===== config.mk =====
export PLATFORM = sky130hd
export DESIGN_NAME = nibble_serial_adder
export DESIGN_NICKNAME = d
export VERILOG_FILES = /design/src/rtl/nibble_serial_adder.sv
export SDC_FILE = /design/constraint.sdc
export NUM_CORES = 1
export LEC_CHECK = 0
export BUFFER_PORTS_ARGS = -buffer_cell sky130_fd_sc_hd__buf_2
export CORE_MARGIN = 1
export CORE_UTILIZATION = 35
export DETAILED_ROUTE_END_ITERATION = 16
export PLACE_DENSITY_LB_ADDON = 0.15
export REMOVE_ABC_BUFFERS = 1
export SYNTH_ARGS = -nofsm -noshare
export SYNTH_HDL_FRONTEND = slang
export SYNTH_SLANG_ARGS = --single-unit

===== constraint.sdc =====
create_clock -name clk -period 3.1 [get_ports clk]
set_clock_uncertainty 0.2 [all_clocks]
set_input_delay 0.62 -clock clk [delete_from_list [all_inputs] [get_ports clk]]
set_output_delay 0.62 -clock clk [all_outputs]
set_load 0.005 [all_outputs]

===== src/rtl/nibble_serial_adder.sv =====
// Serial WIDTH-bit adder: feeds one nibble per cycle to an external 4-bit CLA slice
// and chains the slice carry through a register.
module nibble_serial_adder #(
  parameter int unsigned WIDTH = 16
) (
  input  logic             clk,
  input  logic             rst_n,
  input  logic             start,
  input  logic [WIDTH-1:0] a,
  input  logic [WIDTH-1:0] b,
  input  logic             cin,
  output logic             busy,
  output logic             done,
  output logic [WIDTH-1:0] sum,
  output logic             cout,
  output logic [3:0]       add_a,
  output logic [3:0]       add_b,
  output logic             add_cin,
  input  logic [3:0]       add_sum,
  input  logic             add_carry
);

  localparam int unsigned NIB  = WIDTH / 4;
  localparam int unsigned IdxW = (NIB > 1) ? $clog2(NIB) : 1;
  localparam logic [IdxW-1:0] LastIdx = IdxW'(NIB - 1);

  typedef enum logic [1:0] {StIdle, StRun, StDone} state_e;

  state_e           state_q, state_d;
  logic [WIDTH-1:0] opa_q, opa_d;
  logic [WIDTH-1:0] opb_q, opb_d;
  logic [WIDTH-1:0] shadow_q, shadow_d;
  logic [WIDTH-1:0] sum_q, sum_d;
  logic             cout_q, cout_d;
  logic             carry_q, carry_d;
  logic [IdxW-1:0]  idx_q, idx_d;
  logic             accept;
  logic             last;
  logic [3:0]       nib_a, nib_b;

  assign accept = start && (state_q == StIdle || state_q == StDone);
  assign last   = (state_q == StRun) && (idx_q == LastIdx);

  // State register
  always_ff @(posedge clk or negedge rst_n) begin
    if (!rst_n) begin
      state_q <= StIdle;
    end else begin
      state_q <= state_d;
    end
  end

  // Next-state logic
  always_comb begin
    state_d = state_q;
    unique case (state_q)
      StIdle:  if (start) state_d = StRun;
      StRun:   if (last) state_d = StDone;
      StDone:  state_d = start ? StRun : StIdle;
      default: state_d = StIdle;
    endcase
  end

  // Nibble select as an explicit mux so the index never needs arithmetic widening
  always_comb begin
    nib_a = 4'h0;
    nib_b = 4'h0;
    for (int i = 0; i < NIB; i++) begin
      if (idx_q == IdxW'(i)) begin
        nib_a = opa_q[4*i +: 4];
        nib_b = opb_q[4*i +: 4];
      end
    end
  end

  always_comb begin
    opa_d    = opa_q;
    opb_d    = opb_q;
    shadow_d = shadow_q;
    sum_d    = sum_q;
    cout_d   = cout_q;
    carry_d  = carry_q;
    idx_d    = idx_q;
    if (accept) begin
      opa_d    = a;
      opb_d    = b;
      carry_d  = cin;
      idx_d    = '0;
      shadow_d = '0;
    end else if (state_q == StRun) begin
      for (int i = 0; i < NIB; i++) begin
        if (idx_q == IdxW'(i)) shadow_d[4*i +: 4] = add_sum;
      end
      carry_d = add_carry;
      if (last) begin
        sum_d  = shadow_d;
        cout_d = add_carry;
      end else begin
        idx_d = idx_q + 1'b1;
      end
    end
  end

  always_ff @(posedge clk or negedge rst_n) begin
    if (!rst_n) begin
      opa_q    <= '0;
      opb_q    <= '0;
      shadow_q <= '0;
      sum_q    <= '0;
      cout_q   <= 1'b0;
      carry_q  <= 1'b0;
      idx_q    <= '0;
    end else begin
      opa_q    <= opa_d;
      opb_q    <= opb_d;
      shadow_q <= shadow_d;
      sum_q    <= sum_d;
      cout_q   <= cout_d;
      carry_q  <= carry_d;
      idx_q    <= idx_d;
    end
  end

  // Outputs
  always_comb begin
    busy    = (state_q == StRun);
    done    = (state_q == StDone);
    add_a   = 4'h0;
    add_b   = 4'h0;
    add_cin = 1'b0;
    if (state_q == StRun) begin
      add_a   = nib_a;
      add_b   = nib_b;
      add_cin = carry_q;
    end
  end

  assign sum  = sum_q;
  assign cout = cout_q;

endmodule

# Word-level counts from Yosys, hierarchy flattened
# Cells that the tools add are included.
[totals] word_cells=53 in_bits=41 reg_bits=70
[classes] n_reduce_logical=9 add_sub_neg=1 n_eq_ne=8 bitwise=1 n_mux=26
[op_table] op="4-bit two-way mux" n=14
[op_table] op="16-bit two-way mux" n=2
[op_table] op="2-bit two-way mux" n=5
[op_table] op="2-bit equality test (second input constant)" n=3
[op_table] op="2-bit case mux with 3 select lines" n=1
[op_table] op="2-bit by 1-bit equality test with 1-bit output (second input constant)" n=2
[op_table] op="2-bit logical NOT" n=2
[op_table] op="1-bit two-way mux" n=4
[op_table] op="2-bit inequality test (second input constant)" n=2
[op_table] op="2-bit AND reduction" n=2
[op_table] op="3-bit AND reduction" n=1
[op_table] op="2-bit by 1-bit adder with 2-bit output (second input constant)" n=1
[op_table] op="1-bit logical AND" n=2
[op_table] op="2-bit by 1-bit inequality test with 1-bit output (second input constant)" n=1
[op_table] op="2-bit nonzero test" n=1
[op_table] op="1-bit logical OR" n=1
[op_table] op="1-bit inverter" n=1

# Longest topological paths before layout
[depth] ltp_word=6 mapped_depth=7

# Worst setup path before layout
# OpenSTA, ideal clock, no wires.
[synth_path] path_type="reg-to-output" startpoint="register idx_q[0]" endpoint="output add_a[0]" t_required_ns=2.280 path_buffers=2 arrival_time_ns=1.413 stages_incl_launch_ff=8 setup_slack_ns=0.867 path_cell_list="dfrtp_1 inv_1 ha_1 buf_6 nor2b_4 buf_6 a221oi_2 o41ai_2"
[synth_via] elab_chain_cells=6 elab_cells_between_ends=9
[synth_lines] item="start: declaration" line_no="36" source="logic [IdxW-1:0] idx_q, idx_d;"
[synth_lines] item="start signal: assignment" line_no="120" source="idx_q <= idx_d;"
[synth_lines] item="2-bit logical NOT" line_no="69" source="if (idx_q == IdxW'(i)) begin"
[synth_lines] item="4-bit two-way mux (3 in a row)" line_no="69"
[synth_lines] item="4-bit two-way mux (*)" line_no="69"
[synth_lines] item="4-bit two-way mux (*)" line_no="131" source="if (state_q == StRun) begin"
[synth_lines] item="end: declaration" line_no="16" source="output logic [3:0] add_a,"
# Every way passes the cells marked *; elsewhere a longest branch is shown, timed or not.

# Worst setup path in the final report
[layout_path] startpoint="register idx_q[0]" endpoint="output add_b[3]"
[layout_via] elab_chain_cells=6 elab_cells_between_ends=9
[layout_lines] item="2-bit logical NOT" line_no="69"
[layout_lines] item="4-bit two-way mux (3 in a row)" line_no="69"
[layout_lines] item="4-bit two-way mux (*)" line_no="69"
[layout_lines] item="4-bit two-way mux (*)" line_no="131"
[layout_lines] item="end: declaration" line_no="17" source="output logic [3:0] add_b,"
# Marked as above.

==> results.toml <==
[timing]
hold_viol_final = 0
max-slew-margin-rel = 0.389
maxSlewViolCount = 0
timing.fmax_mhz = 354
fin_tns_setup_ns = 0
setup_viol = 0
worstMarginPinSlew_ns = 0.917
holdWs_ns = 0.0865
fin_crit_sh = 0.911
rsz0062_at_grt = "false"
fin_crit_ns = 2.82

[status]
status = "finished, final reports clean"

[detailed_routing]
drt-wirelength-per-cell_um = 14.3
top_layer_used = "met4"
wl_met2_um = 3250
drcViolationCount = 0
drtIter0Drc = 90
num_vias = 2328
drt-met1-wl_um = 3260
wl_met3_um = 324
drt_pass1_iterations = 4
drt-vias-per-instance = 4.81
drtAntennaViolNets = 0
drt-total-wl_um = 6930

[setup_path]
cp.required_ns = 2.28
r2r_setup_slack_ns = 0.87
critPathCaptureType = "output port"
r2r-end = "sum[14]"
cp.arrival_ns = 2.00
rr_startpoint = "idx_q[0]"
critPathLaunchType = "flip-flop"
path_class = "reg2out"
r2r.worst_path.cells = 6
crit_fanout = 20

[hold_path]
hp-class = "in2async"

[logic_synthesis]
synth.distinct_cells = 28
synth.avg_cell_area_sq_um = 10.1
synth_area_sq_um = 3140
synth_simple_gate_area_frac = 0.199
synthTopCellsByArea = "dfrtp_1 (53%), nand2_1 (15%), mux2i_1 (4.1%), o41ai_2 (4.1%), a32o_1 (3.8%)"
ys_seq_elements = 66
synthMuxAreaShare = 0.0502
synth_top_family_by_area = "simple AND/OR/NAND/NOR gates"
yosysTopAreaCell = "dfrtp_1"
synthCells = 312
yosysTopAreaCellShare = 0.526
yosysWarningCount = 0
synthXorXnorAreaFrac = 0.00279
yosysSeqAreaShare = 0.526
synth_fa_ha_area_frac = 0.0159
synth_compound_area_frac = 0.145

[floorplanning]
die_h_um = 96.7
row_count = 34
die_x_um = 96.7
io-pin-count = 69
core_sq_um = 8720
initial_core_util = 0.360
dieArea_sq_um = 9350

[pwr]
p_leak_uw = 0.00190
finalPower_uw = 3710
pwr_density_cell_nw_per_um2 = 1010
irDropWorstVdd_mv = 0.346

[clocking]
cts_tree = "yes"
cts-root-buf = "clkbuf_8"
htreeDepth = 3
postCtsHoldBufs = 0
clk_pin_slew_worst_paths_ns = 0.07
clk_path_buf_depth = 2
cts_resized = 0
clk_latency_ns = 0.34
clkSinkCount = 66
cts_made_buffers = 9
post_cts_buffers = 0

[job]
drv_cap = 0

[layout]
stdcell_area_sq_um = 3680
area_growth_pct = 17.1
drive_above_1_share = 0.298
final_core_utilization = 0.422
n_antenna_cell = 0
fillers = 901
final_nets = 418

[global_route]
grt_max_degree = 31
antenna_found_initial = 0
grt_pass1_vias = 2468
grt.total_usage = 0.164
grt_pass1_wl_um = 12100
overflow = 0

[place]
post-dp-hpwl_um = 4620
dpl_cell_area_sq_um = 3520
finalWeightedCongestion = 0.729
io_buffers = 68
-- area by class of cell --
type | instances | area, sq um | area share
clock buffers | 11 | 141 | 0.0385
clock inverters | 3 | 17.5 | 0.00477
inverters | 4 | 15.0 | 0.00408
multi-input cells | 214 | 1300 | 0.354
flip-flops and latches | 66 | 1650 | 0.449
well taps | 108 | 135 | 0.0368
repair buffers | 78 | 415 | 0.113
-- metal layers --
layer	vias up	GRT usage
met3	9	0.0527
met1	1088	0.205
li1	1168	-
met2	63	0.271
met4	0	0.0482
met5	-	0
-- flip-flops by register name, indices dropped and copies added (netlist names) --
register	cells
carry_q	1
cout	1
idx_q	2
opa_q	16
opb_q	16
shadow_q	12
state_q	2
sum	16
-- cell families after synthesis --
group           after synthesis
fa+ha+maj                     4
buf+inv                      32
simple gates                150
mux                          15
flops                        66
compound gates               44
xor+xnor                      1
-- through the flow --
| step | worst slack, ns | std cells |
|---|---|---|
| finish | 0.277 | 484 |
| detailed placement | 0.597 | 470 |
| floorplan | 0.237 | 284 |
| CTS | 0.236 | 484 |
| global placement | 0.658 | 470 |
| global route | 0.0538 | 484 |
-- cells in the final DEF, fill, tap and decap left out, types with 2 or more instances in the layout --
| cell | Yosys | layout |
|---|---|---|
| nand2_1 | 124 | 124 |
| buf_2 | 16 | 68 |
| dfrtp_1 | 66 | 66 |
| mux2i_1 | 13 | 13 |
| a32o_1 | 12 | 12 |
| clkbuf_8 | 0 | 10 |
| buf_4 | 7 | 10 |
| nor2b_1 | 10 | 9 |
| a221oi_2 | 8 | 8 |
| nand3_1 | 8 | 8 |
| o41ai_2 | 8 | 8 |
| o21ai_1 | 7 | 7 |
| o21ai_0 | 7 | 7 |
| ha_1 | 4 | 4 |
| inv_1 | 3 | 3 |
| nand2b_1 | 2 | 2 |
| mux2i_2 | 2 | 2 |
| clkinv_2 | 0 | 2 |
-- how the worst max path moves through the flow --
stage | from | end | slack (ns) | depth (start not counted)
final | idx_q[0] | add_b[3] | 0.28 | 4
after global routing | idx_q[0] | add_b[1] | 0.05 | 4
after CTS | idx_q[0] | add_a[2] | 0.24 | 4
after detailed placement | idx_q[0] | add_a[2] | 0.60 | 4
after global placement | idx_q[0] | add_a[2] | 0.66 | 4
after floorplan | start | shadow_q[4] | 0.24 | 3
-- worst max-delay path, stage by stage, from the launching register on --
cell and delay (ns):
dfrtp_1 0.42, ha_1 0.79, nand3_1 0.18, o41ai_2 0.10, buf_2 0.16
-- where the power goes --
| group | total [uW] | internal, uW | switching, uW |
|---|---|---|---|
| sequential | 1480 | 1250 | 225 |
| clock | 612 | 300 | 312 |
| combinational | 1610 | 722 | 892 |
-- cell usage after synthesis, drive strengths merged --
cell	instances
nand2	124
dfrtp	66
buf	26
mux2i	15
o21ai	14
a32o	12
nor2b	11
a221oi	8
nand3	8
o41ai	8
ha	4
inv	4
clkbuf	2
nand2b	2
a21oi	1
a221o	1
and2	1
and3	1
nand3b	1
nor2	1
nor3b	1
xnor2	1
Note: power is estimated with default switching activity, not from simulation.
